## config.mk

```make
export PLATFORM = sky130hd
export DESIGN_NAME = control_contador_bcd_flat
export DESIGN_NICKNAME = d
export VERILOG_FILES = /design/src/rtl/control_contador_bcd_pkg.sv /design/src/rtl/control_contador_bcd_if.sv /design/src/rtl/control_contador_bcd_sincronizador_flanco.sv /design/src/rtl/control_contador_bcd.sv /design/src/flat_wrapper.sv
export SDC_FILE = /design/constraint.sdc
export NUM_CORES = 1
export LEC_CHECK = 0
export BUFFER_PORTS_ARGS = -buffer_cell sky130_fd_sc_hd__buf_2
export CORE_MARGIN = 1
export CORE_UTILIZATION = 49
export CTS_CLUSTER_SIZE = 12
export DETAILED_ROUTE_END_ITERATION = 10
export PLACE_DENSITY = 0.83
export SETUP_SLACK_MARGIN = 0.4
export SLEW_MARGIN = 0
export SYNTH_ARGS = -nofsm -noshare
export SYNTH_HDL_FRONTEND = slang
export SYNTH_SLANG_ARGS = --single-unit
```

## constraint.sdc

```tcl
create_clock -name clk -period 1.6 [get_ports clk]
set_input_delay 0.08 -clock clk [delete_from_list [all_inputs] [get_ports clk]]
set_output_delay 0.08 -clock clk [all_outputs]
set_load 0.03 [all_outputs]
```

## src/rtl/control_contador_bcd_pkg.sv

```systemverilog
// Shared types for the gated BCD counter sequencer.
// State encoding and gate-timer width helper.
package control_contador_bcd_pkg;

  typedef enum logic [2:0] {
    S_IDLE,
    S_CLEAR,
    S_GATE,
    S_SETTLE,
    S_READ,
    S_DONE
  } state_t;

  function automatic int tmr_width(input int cycles);
    int w;
    w = $clog2(cycles);
    return (w < 1) ? 1 : w;
  endfunction

endpackage

```

## src/rtl/control_contador_bcd_if.sv

```systemverilog
// Controller <-> counter / readout bundle.
// master = sequencer, slave = counter plus readout side.
interface control_contador_bcd_if #(
  parameter int N = 3
);
  localparam int SW = $clog2(N);

  logic          start;
  logic [3:0]    digit;
  logic          cnt_rst;
  logic          cnt_en;
  logic [SW-1:0] cnt_sel;
  logic          busy;
  logic [N*4-1:0] result;
  logic          result_valid;

  modport master (
    input  start,
    input  digit,
    output cnt_rst,
    output cnt_en,
    output cnt_sel,
    output busy,
    output result,
    output result_valid
  );

  modport slave (
    output start,
    output digit,
    input  cnt_rst,
    input  cnt_en,
    input  cnt_sel,
    input  busy,
    input  result,
    input  result_valid
  );

endinterface

```

## src/rtl/control_contador_bcd_sincronizador_flanco.sv

```systemverilog
// Two-flop synchronizer plus rising-edge detector.
// Emits a single-cycle pulse per synchronized 0->1 edge.
module sincronizador_flanco (
  input  logic clk,
  input  logic rst,
  input  logic i_async,
  output logic o_pulse
);

  logic r_meta;
  logic r_sync;
  logic r_prev;

  always_ff @(posedge clk) begin
    if (rst) begin
      r_meta <= 1'b0;
      r_sync <= 1'b0;
      r_prev <= 1'b0;
    end else begin
      r_meta <= i_async;
      r_sync <= r_meta;
      r_prev <= r_sync;
    end
  end

  assign o_pulse = r_sync & ~r_prev;

endmodule

```

## src/rtl/control_contador_bcd.sv

```systemverilog
// Gated event-count sequencer for an N-digit cascaded BCD counter.
// Define CONTROL_BCD_CONTINUOUS_EN for back-to-back measurements.
module control_contador_bcd
  import control_contador_bcd_pkg::*;
#(
  parameter int N           = 3,
  parameter int GATE_CYCLES = 1000
) (
  input  logic clk,
  input  logic rst,
  input  logic evt,
  control_contador_bcd_if.master bus
);

  localparam int SW = $clog2(N);
  localparam int TW = tmr_width(GATE_CYCLES);
  localparam logic [TW-1:0] LAST_T = TW'(GATE_CYCLES - 1);
  localparam logic [SW-1:0] LAST_K = SW'(N - 1);

  state_t         r_state;
  state_t         w_next;
  logic [TW-1:0]  r_tmr;
  logic [SW-1:0]  r_k;
  logic [N*4-1:0] r_shadow;
  logic [N*4-1:0] r_result;
  logic [N*4-1:0] w_shadow_nx;
  logic           w_pulse;
  logic           w_last_k;

  sincronizador_flanco u_sync (
    .clk     (clk),
    .rst     (rst),
    .i_async (evt),
    .o_pulse (w_pulse)
  );

  always_ff @(posedge clk) begin
    if (rst) r_state <= S_IDLE;
    else     r_state <= w_next;
  end

  assign w_last_k = (r_k == LAST_K);

  always_comb begin
    w_next = r_state;
    unique case (r_state)
      S_IDLE:   if (bus.start) w_next = S_CLEAR;
      S_CLEAR:  w_next = S_GATE;
      S_GATE:   if (r_tmr == LAST_T) w_next = S_SETTLE;
      S_SETTLE: w_next = S_READ;
      S_READ:   if (w_last_k) w_next = S_DONE;
`ifdef CONTROL_BCD_CONTINUOUS_EN
      S_DONE:   w_next = bus.start ? S_CLEAR : S_IDLE;
`else
      S_DONE:   w_next = S_IDLE;
`endif
      default:  w_next = S_IDLE;
    endcase
  end

  always_comb begin
    w_shadow_nx = r_shadow;
    for (int i = 0; i < N; i++) begin
      if (r_k == SW'(i)) w_shadow_nx[i*4 +: 4] = bus.digit;
    end
  end

  // result is loaded with the final digit on entry to DONE,
  // so it is already valid during the result_valid pulse
  always_ff @(posedge clk) begin
    if (rst) begin
      r_tmr    <= '0;
      r_k      <= '0;
      r_shadow <= '0;
      r_result <= '0;
    end else begin
      if (r_state == S_CLEAR)     r_tmr <= '0;
      else if (r_state == S_GATE) r_tmr <= r_tmr + 1'b1;

      if (r_state == S_READ && !w_last_k) r_k <= r_k + 1'b1;
      else                                r_k <= '0;

      if (r_state == S_CLEAR)     r_shadow <= '0;
      else if (r_state == S_READ) r_shadow <= w_shadow_nx;

      if (r_state == S_READ && w_last_k) r_result <= w_shadow_nx;
    end
  end

  always_comb begin
    bus.busy         = (r_state != S_IDLE);
    bus.cnt_rst      = rst | (r_state == S_CLEAR);
    bus.cnt_en       = ~rst & (r_state == S_GATE) & w_pulse;
    bus.cnt_sel      = (r_state == S_READ) ? r_k : '0;
    bus.result_valid = ~rst & (r_state == S_DONE);
    bus.result       = r_result;
  end

endmodule

```

## src/flat_wrapper.sv

```systemverilog
// flat-port wrapper written by rule: the top's interface ports become plain ports
module control_contador_bcd_flat import control_contador_bcd_pkg::*;
#(
  parameter int N           = 3,
  parameter int GATE_CYCLES = 1000
)
  (clk, rst, evt, bus_start, bus_digit, bus_cnt_rst, bus_cnt_en, bus_cnt_sel, bus_busy, bus_result, bus_result_valid);
  control_contador_bcd_if #(.N(N)) bus_i ();
  input  logic clk;
  input  logic rst;
  input  logic evt;
  input wire logic [$bits(bus_i.start)-1:0] bus_start;
  input wire logic [$bits(bus_i.digit)-1:0] bus_digit;
  output wire logic [$bits(bus_i.cnt_rst)-1:0] bus_cnt_rst;
  output wire logic [$bits(bus_i.cnt_en)-1:0] bus_cnt_en;
  output wire logic [$bits(bus_i.cnt_sel)-1:0] bus_cnt_sel;
  output wire logic [$bits(bus_i.busy)-1:0] bus_busy;
  output wire logic [$bits(bus_i.result)-1:0] bus_result;
  output wire logic [$bits(bus_i.result_valid)-1:0] bus_result_valid;
  assign bus_i.start = bus_start;
  assign bus_i.digit = bus_digit;
  assign bus_cnt_rst = bus_i.cnt_rst;
  assign bus_cnt_en = bus_i.cnt_en;
  assign bus_cnt_sel = bus_i.cnt_sel;
  assign bus_busy = bus_i.busy;
  assign bus_result = bus_i.result;
  assign bus_result_valid = bus_i.result_valid;
  control_contador_bcd #(.N(N), .GATE_CYCLES(GATE_CYCLES)) u_core (.clk(clk), .rst(rst), .evt(evt), .bus(bus_i));
endmodule
```

==> impl_metrics.env <==
export IMPL_root_buffer="clkbuf_4"
export IMPL_dr_pass1_iters=4
export IMPL_core_area_um2=3150
export IMPL_crit_required_ns=1.52
export IMPL_drive_gt1_share_pct=52.4
export IMPL_p_per_area_nw_per_um2=747
export IMPL_total_power_mw=1.98
export IMPL_yosys_warnings=0
export IMPL_period_share_pct=101
export IMPL_min_path_type="in2reg"
export IMPL_worst_setup_path_type="reg2out"
export IMPL_failed_checks="negative setup slack"
export IMPL_cp_cell_sequence="or3b_4 -> buf_6 -> nor3b_4 -> buf_6"
export IMPL_slew_violations=0
export IMPL_gp_congestion=0.870
export IMPL_final_area_um2=2650
export IMPL_critical_path_max_stage_delay_ns=0.40
export IMPL_vdd_drop_max_mv=0.550
export IMPL_setup_viol=3
export IMPL_overflow=0
export IMPL_fin_ws_ns=-0.0210
export IMPL_hold_worst_slack_ns=0.0261
export IMPL_dpl_cell_area_um2=2020
export IMPL_port_buffers=25
export IMPL_grt_start_max_net_pins=27
export IMPL_drc=0
export IMPL_grt_first_pass_wirelength_um=7600
export IMPL_yosys_cell_types_count=32
export IMPL_final_nets=244
export IMPL_grt_pass1_vias=1552
export IMPL_antenna_found_initial=0
export IMPL_cp_end_kind="output port"
export IMPL_leakage_nw=1.01
export IMPL_routedWlPerCell_um=21.0
export IMPL_rows=20
export IMPL_hpwl_um=2450
export IMPL_clk_latency_ns=0.36
export IMPL_seq_area_um2=769
export IMPL_cts_sinks=38
export IMPL_syn_nets=194
export IMPL_synthToLayoutAreaGrowth_pct=58.7
export IMPL_hold_viol=0
export IMPL_syn_inst=182
export IMPL_drt_iter0_markers=138
export IMPL_drv_cap=0
export IMPL_fin_setup_tns_ns=-0.0361
export IMPL_multi_input_area_um2=1200
export IMPL_die_area_um2=3650
export IMPL_start_util_pct=53.0
export IMPL_synth_area_um2=1670
export IMPL_max_slew_margin_pct=57.6
export IMPL_fillerInstances=151
export IMPL_max_freq_ghz=0.617
export IMPL_fp_dieH_um=60.4
export IMPL_rsz0062_at_grt="true"
export IMPL_cp_top_family="simple AND/OR/NAND/NOR gates"
export IMPL_antenna_cells=0
export IMPL_worstPathArrival_ns=1.54
export IMPL_die_w_um=60.4
export IMPL_vias_per_cell=6.06
export IMPL_cts_buffer_depth=2
export IMPL_outcome="finished, violations left"
export IMPL_cts_tree="built"
export IMPL_drt_total_wl_um=5810
export IMPL_skew_ns=0.0146
export IMPL_path_common_cell="buf_6"
export IMPL_critPathSlowestCell="or3b_4"
export IMPL_ys_seq_area_share_pct=45.5
export IMPL_ioPinCount=26
export IMPL_worst_slew_pin_slew_ns=0.636
export IMPL_via_count=1678
export IMPL_start_kind="flop"
export IMPL_clk_pin_slew_ns=0.11
export IMPL_synth_seq_cells=38
export IMPL_numCtsBuffers=5
export IMPL_min_period_ns=1.62
export IMPL_postRouteAntennaNets=0
export IMPL_worstPathMaxFanout=2
export IMPL_postSynthAreaPerCell_um2=9.18
export IMPL_htreeDepth=2
export IMPL_crit_buf_inv=2
export IMPL_track_usage_pct=29.2
==> per-stage QoR <==
stage | setup slack [ns] | std cells | util [%]
2_1_floorplan | 0.165 | 182 | -
6_report | -0.0210 | 277 | 84.1
4_1_cts | -0.0249 | 272 | 79.4
3_3_place_gp | 0.145 | 246 | 64.0
5_1_grt | -0.0626 | 277 | 84.1
3_5_place_dp | 0.108 | 246 | 64.0
==> registers in the layout (all words and copies together) (netlist names) <==
register	cells
u_core.r_tmr	10
u_core.u_sync.r_meta	1
u_core.r_state	3
u_core.u_sync.r_prev	1
u_core.r_k	2
u_core.u_sync.r_sync	1
u_core.r_shadow	8
u_core.bus.result	12
==> layer usage <==
metal / global-route usage [%] / wire length (µm) / up-vias
met4: 13.3 / 230 / 0
met2: 51.3 / 3130 / 72
met3: 8.10 / 285 / 25
met1: 32.7 / 2170 / 837
li1: - / - / 744
met5: 0 / 0 / -
==> path summary, 6_finish.rpt <==
check                                     startpoint                     to  slack (ns)  cells after the start
worst max-delay path               u_core.r_state[2]             bus_cnt_en       -0.02                      4
worst min register to register  u_core.u_sync.r_meta   u_core.u_sync.r_sync        0.47                      1
worst min-delay path                    bus_digit[3]  u_core.bus.result[11]        0.03                      3
worst max register to register     u_core.r_state[2]        u_core.r_tmr[2]           0                      5
==> where the power goes <==
part           total [mW]  switching, mW  internal (mW)
registers           0.982         0.0157          0.967
logic               0.450          0.234          0.216
clock network       0.548          0.335          0.213
total                1.98          0.584           1.40
==> cells in the mapped netlist, drive strengths merged <==
cell,number,area share [%]
clkbuf,10,2.2
or3b,4,2.1
nand2,12,2.7
or3,4,1.5
nor2,23,5.2
xor2,1,0.52
nor2b,3,1.1
nor4b,1,0.52
nand3b,4,1.8
o211a,1,0.60
nor4bb,3,1.8
nor3,1,0.30
inv,4,0.90
xnor2,1,0.52
ha,4,3.0
mux2i,19,11
nand4,2,0.75
nor4,4,1.5
and4bb,1,0.75
o31ai,3,1.3
a211oi,8,3.6
or4,3,1.3
nand4bb,1,0.67
buf,6,1.7
dfxtp,38,46
nand2b,2,0.75
a21oi,11,3.3
o21ai,4,1.2
nand3,3,0.90
nor3b,1,0.45
==> cell families after synthesis <==
logic type,after synthesis,synth area share (%)
compound gates,27,10.0
xor+xnor,2,1.05
fa+ha+maj,4,3.00
buf+inv,20,4.87
flops,38,45.5
mux,19,11.4
simple gates,72,24.1
==> final cells by class <==
type                       count  share of cell area (%)
clock buffer                   7                    2.08
inverter                       4                   0.849
sequential                    38                    29.0
tap                           44                    2.08
clock inverter                 1                   0.189
multi-input combinational    124                    45.4
timing repair buffer          59                    20.4
==> placed cells by master, fill, tap and decap left out, types with 2 or more instances in the layout <==
cell type / netlist / layout
or4_1: 3 / 2
or3_1: 4 / 3
inv_1: 4 / 2
o21ai_0: 4 / 2
a21oi_2: 0 / 7
clkbuf_4: 0 / 5
nand4_1: 2 / 2
dfxtp_1: 38 / 33
nor4bb_4: 0 / 3
nand3_1: 3 / 3
nand3b_1: 4 / 4
buf_6: 0 / 17
buf_16: 0 / 3
a21oi_1: 11 / 4
o31ai_1: 3 / 3
nor4_4: 0 / 2
dfxtp_2: 0 / 4
nand2_4: 0 / 4
nor2_1: 23 / 11
mux2i_1: 19 / 18
ha_4: 0 / 3
buf_4: 0 / 15
nor2b_1: 3 / 3
or3b_2: 3 / 2
or3b_4: 0 / 2
nand2_1: 12 / 7
o21ai_1: 0 / 2
nor2_4: 0 / 11
dlygate4sd3_1: 0 / 4
a211oi_2: 0 / 8
buf_2: 5 / 19
==> repair_timing <==
action,4_1_cts,5_1_grt
pin swaps,12,8
hold endpoints to repair,4,0
resized for setup,55,25
gates cloned,3,0
hold buffers,4,0
setup endpoints to repair,37,38
buffers inserted,11,5
==> tightest hold or removal path: cells and delay by family <==
family          cells  cell delay, ns
simple gates        1            0.07
compound gates      1            0.04
buf+inv             1            0.15
No activity file was read; power rests on OpenSTA's default activity.
